--- config.mk ---
export PLATFORM = sky130hd
export DESIGN_NAME = sm4_sbox_sched
export DESIGN_NICKNAME = d
export VERILOG_FILES = /design/src/rtl/sm4_pkg.sv /design/src/rtl/sbox_memory.sv /design/src/rtl/sm4_rr_arb2.sv /design/src/rtl/sm4_sbox_sched.sv
export SDC_FILE = /design/constraint.sdc
export NUM_CORES = 1
export LEC_CHECK = 0
export CORE_ASPECT_RATIO = 1.2
export CORE_MARGIN = 1.5
export CORE_UTILIZATION = 40
export DETAILED_ROUTE_END_ITERATION = 16
export GPL_TIMING_DRIVEN = 0
export PLACE_DENSITY = 0.68
export SLEW_MARGIN = 10
export SYNTH_ARGS = -nofsm -noshare
export SYNTH_HDL_FRONTEND = slang
export SYNTH_HIERARCHICAL = 1
export SYNTH_SLANG_ARGS = --single-unit
--- constraint.sdc ---
create_clock -name clk_i -period 3.77 [get_ports clk_i]
set_clock_uncertainty 0.2 [all_clocks]
set_input_delay 0.754 -clock clk_i [delete_from_list [all_inputs] [get_ports clk_i]]
set_output_delay 0.754 -clock clk_i [all_outputs]
set_load 0.01 [all_outputs]
--- src/rtl/sm4_pkg.sv ---
`default_nettype none
// ============================================================================
// Module      : sm4_pkg
// Description : Shared types for the SM4 control blocks: the 32-bit word
//               type, the requester source encoding and the S-box
//               scheduler state encoding.
// Ports       : none (package)
// Revision    : 1.0 - initial release
// ============================================================================
package sm4_pkg;

  typedef logic [31:0] sm4_word_t;

  typedef enum logic {
    SM4_SRC_KEY = 1'b0,
    SM4_SRC_RND = 1'b1
  } sm4_src_e;

  typedef enum logic [1:0] {
    IDLE   = 2'd0,
    LOOKUP = 2'd1,
    DONE   = 2'd2
  } sbox_sched_state_e;

  // Only 1, 2 or 4 lookup engines divide a word evenly.
  function automatic logic num_sbox_legal(input int n);
    return (n == 1) || (n == 2) || (n == 4);
  endfunction

endpackage
`default_nettype wire

--- src/rtl/sbox_memory.sv ---
`default_nettype none
// ============================================================================
// Module      : sbox_memory
// Description : SM4 8-bit S-box, combinational ROM.
// Ports       : addr_i [7:0]  input byte
//               data_o [7:0]  S(addr_i)
// Revision    : 1.0 - initial release
// ============================================================================
module sbox_memory (
  input  logic [7:0] addr_i,
  output logic [7:0] data_o
);

  // One 16-byte row per high nibble; the leftmost byte of each row is
  // column 0, so the column is selected from the top of the row down.
  localparam logic [127:0] c_sbox_rows [16] = '{
    128'hd690e9fecce13db716b614c228fb2c05,
    128'h2b679a762abe04c3aa44132649860699,
    128'h9c4250f491ef987a33540b43edcfac62,
    128'he4b31ca9c908e89580df94fa758f3fa6,
    128'h4707a7fcf37317ba83593c19e6854fa8,
    128'h686b81b27164da8bf8eb0f4b70569d35,
    128'h1e240e5e6358d1a225227c3b01217887,
    128'hd40046579fd327524c3602e7a0c4c89e,
    128'heabf8ad240c738b5a3f7f2cef96115a1,
    128'he0ae5da49b341a55ad933230f58cb1e3,
    128'h1df6e22e8266ca60c02923ab0d534e6f,
    128'hd5db3745defd8e2f03ff6a726d6c5b51,
    128'h8d1baf92bbddbc7f11d95c411f105ad8,
    128'h0ac13188a5cd7bbd2d74d012b8e5b4b0,
    128'h8969974a0c96777e65b9f109c56ec684,
    128'h18f07dec3adc4d2079ee5f3ed7cb3948
  };

  assign data_o = c_sbox_rows[addr_i[7:4]][{~addr_i[3:0], 3'b000} +: 8];

endmodule
`default_nettype wire

--- src/rtl/sm4_rr_arb2.sv ---
`default_nettype none
// ============================================================================
// Module      : sm4_rr_arb2
// Description : Two-input round-robin arbiter. On a tie the requester that
//               did not win last time is granted.
// Ports       : req [1:0]   request vector
//               last_grant  index of the previous winner
//               en          arbitration enable; grant is 0 when low
//               grant [1:0] one-hot grant
// Revision    : 1.0 - initial release
// ============================================================================
module sm4_rr_arb2 (
  input  logic [1:0] req,
  input  logic       last_grant,
  input  logic       en,
  output logic [1:0] grant
);

  always_comb begin
    grant = 2'b00;
    if (en) begin
      case (req)
        2'b01:   grant = 2'b01;
        2'b10:   grant = 2'b10;
        2'b11:   grant = last_grant ? 2'b01 : 2'b10;
        default: grant = 2'b00;
      endcase
    end
  end

endmodule
`default_nettype wire

--- src/rtl/sm4_sbox_sched.sv ---
`default_nettype none
// ============================================================================
// Module      : sm4_sbox_sched
// Description : Time-shared SM4 tau scheduler. Arbitrates the key-expansion
//               and round-function requesters round-robin, substitutes the
//               four bytes of the accepted word over 4/NUM_SBOX cycles and
//               returns the tagged result through a valid/yumi handshake.
// Ports       : clk_i, reset_i            clock, sync active-high reset
//               key_v_i/key_data_i/key_ready_o  key-expansion request
//               rnd_v_i/rnd_data_i/rnd_ready_o  round-function request
//               v_o/data_o/src_o/yumi_i          result handshake
// Revision    : 1.0 - initial release
// ============================================================================
module sm4_sbox_sched #(
  parameter int NUM_SBOX = 1
) (
  input  logic        clk_i,
  input  logic        reset_i,
  input  logic        key_v_i,
  input  logic [31:0] key_data_i,
  output logic        key_ready_o,
  input  logic        rnd_v_i,
  input  logic [31:0] rnd_data_i,
  output logic        rnd_ready_o,
  output logic        v_o,
  output logic [31:0] data_o,
  output logic        src_o,
  input  logic        yumi_i
);

  import sm4_pkg::*;

  localparam int CYCLES = 4 / NUM_SBOX;

  if (!num_sbox_legal(NUM_SBOX)) begin : g_bad_num_sbox
    $error("sm4_sbox_sched: NUM_SBOX must be 1, 2 or 4");
  end

  sbox_sched_state_e r_state, w_state_nxt;
  sm4_word_t         r_word, r_result, w_result_nxt;
  logic              r_src, r_last_grant;
  logic [2:0]        r_cnt;
  logic [1:0]        w_grant;
  logic              w_accept, w_last_step;
  logic [1:0]        w_lane_idx [NUM_SBOX];
  logic [7:0]        w_sbox_in  [NUM_SBOX];
  logic [7:0]        w_sbox_out [NUM_SBOX];

  // Arbitration only happens in IDLE; reset masks it so nothing looks
  // accepted in a cycle whose capture reset would discard.
  sm4_rr_arb2 u_arb (
    .req        ({rnd_v_i, key_v_i}),
    .last_grant (r_last_grant),
    .en         ((r_state == IDLE) && !reset_i),
    .grant      (w_grant)
  );

  assign key_ready_o = w_grant[0];
  assign rnd_ready_o = w_grant[1];
  assign w_accept    = |w_grant;
  assign w_last_step = (r_cnt + 3'(NUM_SBOX)) == 3'd4;

  // Lane j handles byte cnt+j of the captured word.
  for (genvar j = 0; j < NUM_SBOX; j++) begin : g_lane
    assign w_lane_idx[j] = r_cnt[1:0] + 2'(j);
    assign w_sbox_in[j]  = r_word[{w_lane_idx[j], 3'b000} +: 8];
    sbox_memory u_sbox (
      .addr_i (w_sbox_in[j]),
      .data_o (w_sbox_out[j])
    );
  end

  always_comb begin
    w_result_nxt = r_result;
    for (int j = 0; j < NUM_SBOX; j++) begin
      w_result_nxt[{w_lane_idx[j], 3'b000} +: 8] = w_sbox_out[j];
    end
  end

  always_comb begin
    w_state_nxt = r_state;
    case (r_state)
      IDLE:    if (w_accept)    w_state_nxt = LOOKUP;
      LOOKUP:  if (w_last_step) w_state_nxt = DONE;
      DONE:    if (yumi_i)      w_state_nxt = IDLE;
      default: w_state_nxt = IDLE;
    endcase
  end

  always_ff @(posedge clk_i) begin
    if (reset_i) begin
      r_state      <= IDLE;
      r_word       <= '0;
      r_result     <= '0;
      r_src        <= SM4_SRC_KEY;
      r_last_grant <= SM4_SRC_RND;
      r_cnt        <= '0;
    end else begin
      r_state <= w_state_nxt;
      if ((r_state == IDLE) && w_accept) begin
        r_word       <= w_grant[1] ? rnd_data_i : key_data_i;
        r_src        <= w_grant[1];
        r_last_grant <= w_grant[1];
        r_cnt        <= '0;
      end else if (r_state == LOOKUP) begin
        r_result <= w_result_nxt;
        r_cnt    <= r_cnt + 3'(NUM_SBOX);
      end
    end
  end

  assign v_o    = (r_state == DONE);
  assign data_o = r_result;
  assign src_o  = r_src;

  a_ready_onehot : assert property (@(posedge clk_i) !(key_ready_o && rnd_ready_o));
  a_yumi_legal   : assert property (@(posedge clk_i) disable iff (reset_i) yumi_i |-> v_o);
  a_result_hold  : assert property (@(posedge clk_i) disable iff (reset_i)
                                    (v_o && !yumi_i) |=> ($stable(data_o) && $stable(src_o)));

  // CYCLES documents the lookup length; the counter compares against 4.
  logic w_unused_cycles;
  assign w_unused_cycles = (CYCLES == 0);

endmodule
`default_nettype wire
==> impl_metrics.py <==
metrics = {
    "place": {
        "routabilityCongestion": 1.15,
        "io_buffers": 103,
        "dpl.hpwl_um": 27000,
        "post-place-cells": 1214,
        "placed_cell_area_mm2": 0.00828,
    },
    "run": {
        "max_cap_viol_count": 0,
    },
    "cts": {
        "cts_max_path_buffers": 2,
        "cts_tree": "built",
        "root_buffer": "clkbuf_16",
        "cts_htree_levels": 3,
        "cts_inserted_buffers": 9,
        "clkSlewWorstSetupHoldPaths_ns": 0.06,
        "clkLatencyLatePin_ns": 0.34,
        "cts.sinks": 71,
        "ctsHoldBuffers": 0,
    },
    "logic_synthesis": {
        "synth_xor_area_share_pct": 0.864,
        "synth-edff-count": 0,
        "synth_compound_area_share_pct": 34.0,
        "async_reset_ff_share_pct": 0,
        "postSynthAreaPerCell_um2": 7.77,
        "synth_seq_cells": 71,
        "synth_nets": 989,
        "syn_area_mm2": 0.00695,
        "yosysSeqAreaShare_pct": 20.4,
        "yosysWarnings": 6,
        "synth_simple_gate_area_share_pct": 22.2,
        "synth_ff_type": "dfxtp_1",
        "synth_adder_area_share_pct": 4.50,
        "muxShareOfSynthArea_pct": 9.34,
        "syn_inst": 895,
        "ys_types": 77,
        "synth_top_family_by_area": "compound AO/OA/AOI/OAI gates",
    },
    "sta": {
        "fin_crit_ns": 3.83,
        "tns_ns": -0.102,
        "relSlewSlack_pct": 40.7,
        "period_share_pct": 102,
        "worst_hold_slack_ns": 0.252,
        "rsz0062_at_grt": "true",
        "hold_viol_final": 0,
        "setup_ws_ns": -0.0626,
        "slew_violations": 0,
        "finalSetupViolations": 4,
        "worstMarginPinSlew_ns": 0.886,
        "max_freq_mhz": 261,
    },
    "drt": {
        "drt-total-wl_um": 39500,
        "route.detailed.drc": 0,
        "vias": 9109,
        "first_pass_iters": 8,
        "initialDrtViolationCount": 1185,
        "ant_nets": 0,
        "drt-wirelength-per-cell_um": 31.1,
        "via_per_inst": 7.17,
    },
    "worst_hold_path": {
        "hold_path_startpoint": "data_o[24]",
        "hold_path_end": "data_o[24]",
        "hp-class": "flop to flop",
        "whs_path_depth": 2,
    },
    "setup_path": {
        "required_ns": 3.83,
        "rrSetupSlack_ns": -0.06,
        "worst_ep_arrival_time_ns": 3.89,
        "cp-startpoint": "r_cnt[0]",
        "reg2reg_depth": 14,
        "cp-start-kind": "flop",
        "end_kind": "flop",
        "timing.rr.end": "data_o[3]",
        "crit_type": "flop to flop",
        "r2r-start": "r_cnt[0]",
        "path_max_fanout": 6,
    },
    "power_and_ir_drop": {
        "p_total_mw": 4.63,
        "clockPowerShare_pct": 19.6,
        "seq_power_share_pct": 18.3,
        "ir_drop_mv": 0.358,
        "switching_share_pct": 47.6,
        "p_leak_nw": 3.33,
        "p_per_area_mw_per_mm2": 484,
        "comb_power_share_pct": 62.1,
        "intPower_mw": 2.43,
        "p_sw_mw": 2.20,
    },
    "cells_and_area": {
        "drive_above_1_share_pct": 25.7,
        "fin_cells": 1270,
        "layout.nets": 1142,
        "finalInstanceArea_mm2": 0.00956,
        "area_growth_pct": 37.5,
    },
    "floorplan": {
        "die_area_mm2": 0.0182,
        "fp-row-count": 52,
        "fp.dieH_um": 147,
        "ios": 105,
        "coreArea_mm2": 0.0169,
        "fp.dieW_um": 123,
        "start_util_pct": 41.1,
    },
    "grt": {
        "first_global_vias": 8687,
        "grt_max_degree": 16,
        "antenna_found_initial": 0,
        "gr-total-overflow": 0,
        "grt_pass1_wl_um": 57200,
        "grt_use_total_pct": 43.8,
    },
    "status": {
        "violations": "negative setup slack",
        "status": "complete, but fails checks",
    },
}
## worst max-delay path by stage
stage | endpoint | slack (ns) | cells past startpoint
after floorplan | data_o[4] | -0.005 | 14
after global placement | data_o[21] | -2.05 | 13
after detailed placement | data_o[5] | -1.87 | 14
after CTS | data_o[1] | 0.0005 | 15
after global routing | data_o[30] | -0.09 | 17
final | data_o[3] | -0.06 | 14
## repair_timing
| action | in CTS | in global routing |
|---|---|---|
| buffers inserted | 20 | 23 |
| pin swaps | 13 | 31 |
| setup endpoints to repair | 32 | 34 |
| gates cloned | 0 | 2 |
| gates resized for setup | 75 | 98 |
## layout by cell type, fill, tap and decap left out, types with 6 or more instances in the layout
master           count
a31oi_1             22
o211ai_1            10
inv_1               12
a21oi_1             82
a21oi_2             11
a211oi_2            32
nor4_1               8
o22ai_1              9
buf_2               32
a31o_1              16
clkdlybuf4s50_1    103
o31ai_1              7
dfxtp_1             69
nand2_1             63
mux2i_1             38
ha_1                20
nand3b_1             6
buf_4               51
nor3b_1             17
nand3_1             28
a211oi_1            21
nor2_1              43
clkbuf_2             6
mux4_2              11
nor2b_1             14
buf_6               12
clkbuf_1            26
a311oi_1             7
o21ai_0             32
clkbuf_16           11
nand2b_1            19
nor3_2               8
nor3_1              24
## cell usage after synthesis, drive strengths merged (3+ instances only)
cell type  count  area, um2
a2111oi        5       50.0
a211o          5       43.8
a211oi        53        533
a21oi         93        465
a221o          5       50.1
a221oi         6       52.6
a2bb2oi        3       26.3
a311o          5       50.1
a311oi        12        105
a31o          16        140
a31oi         23        144
and2           5       33.8
and3           5       31.3
and3b          4       35.0
buf           61        378
clkbuf        44        165
dfxtp         71       1420
ha            25        313
inv           15       56.3
mux2i         39        390
mux4          11        248
nand2         66        248
nand2b        24        150
nand3         32        160
nand3b         6       45.0
nand4          5       31.3
nor2          53        201
nor2b         18        113
nor3          32        175
nor3b         18        140
nor4          10       75.1
o2111ai        6       52.6
o211ai        10       75.1
o21ai         40        200
o21bai         4       30.0
o221ai         3       26.3
o22ai         10       62.6
o31ai          8       60.1
or2            5       31.3
or3            5       31.3
xor2           4       42.6
## state kept, by name (all words and copies together), names as in the netlist
register	cells
data_o	32
r_word	32
r_cnt	3
r_state	2
r_last_grant	1
src_o	1
## stage by stage
step	utilization, %	setup WS [ns]
after floorplan	-	-0.00462
after global placement	48.9	-2.05
after detailed placement	48.9	-1.87
after CTS	53.4	0.000475
after global routing	56.5	-0.0894
final	56.5	-0.0626
## kinds of logic (layout without fill, tap and decap cells)
group / count (synthesis) / count (layout)
buffers and inverters: 121 / 279
xor gates and xnor gates: 6 / 6
and+or+nand+nor: 292 / 292
AOI/OAI and AO/OA: 329 / 329
adders and majority gates: 25 / 25
other: 0 / 1
DFF: 71 / 71
muxes: 51 / 51
## worst max-delay path, cell delays in order, from the launching register on
cell and delay [ns]:
dfxtp_4 0.38, buf_12 0.12, mux4_2 0.56, buf_8 0.16, buf_12 0.12, clkinvlp_4 0.13
ha_4 0.25, clkbuf_16 0.17, nand2b_2 0.29, a311oi_2 0.30, nor3_1 0.10, nor4_1 0.31
a211o_2 0.33, nand3_1 0.13, a21oi_1 0.17
## power by group through the flow
stage | clock network (mW) | registers, mW | logic [mW]
detailed placement | 0 | 0.857 | 2.18
global route | 0.928 | 0.848 | 2.92
floorplan | 0 | 0.849 | 1.33
finish | 0.906 | 0.845 | 2.87
global placement | 0 | 0.856 | 2.26
CTS | 0.903 | 0.842 | 2.42
## final cells by class
class                      instances  area [um2]
antenna                            1        2.50
buffer                           100         692
clock buffer                      10         229
clock inverter                     6        85.1
fill                            1505        7350
inverter                          16        70.1
multi-input combinational        703        5380
sequential                        71        1430
tap                              216         270
timing repair buffer             147        1400
## metal layers
layer / vias to the layer above / wire [um] / share of wire [%] / global-route usage [%]
met5: - / 0 / 0 / 0
met2: 802 / 17300 / 44 / 67.9
li1: 3699 / - / - / -
met3: 289 / 5000 / 13 / 12.3
met4: 0 / 4190 / 11 / 32.9
met1: 4319 / 13000 / 33 / 50.7
Note: power is estimated with default switching activity, not from simulation.
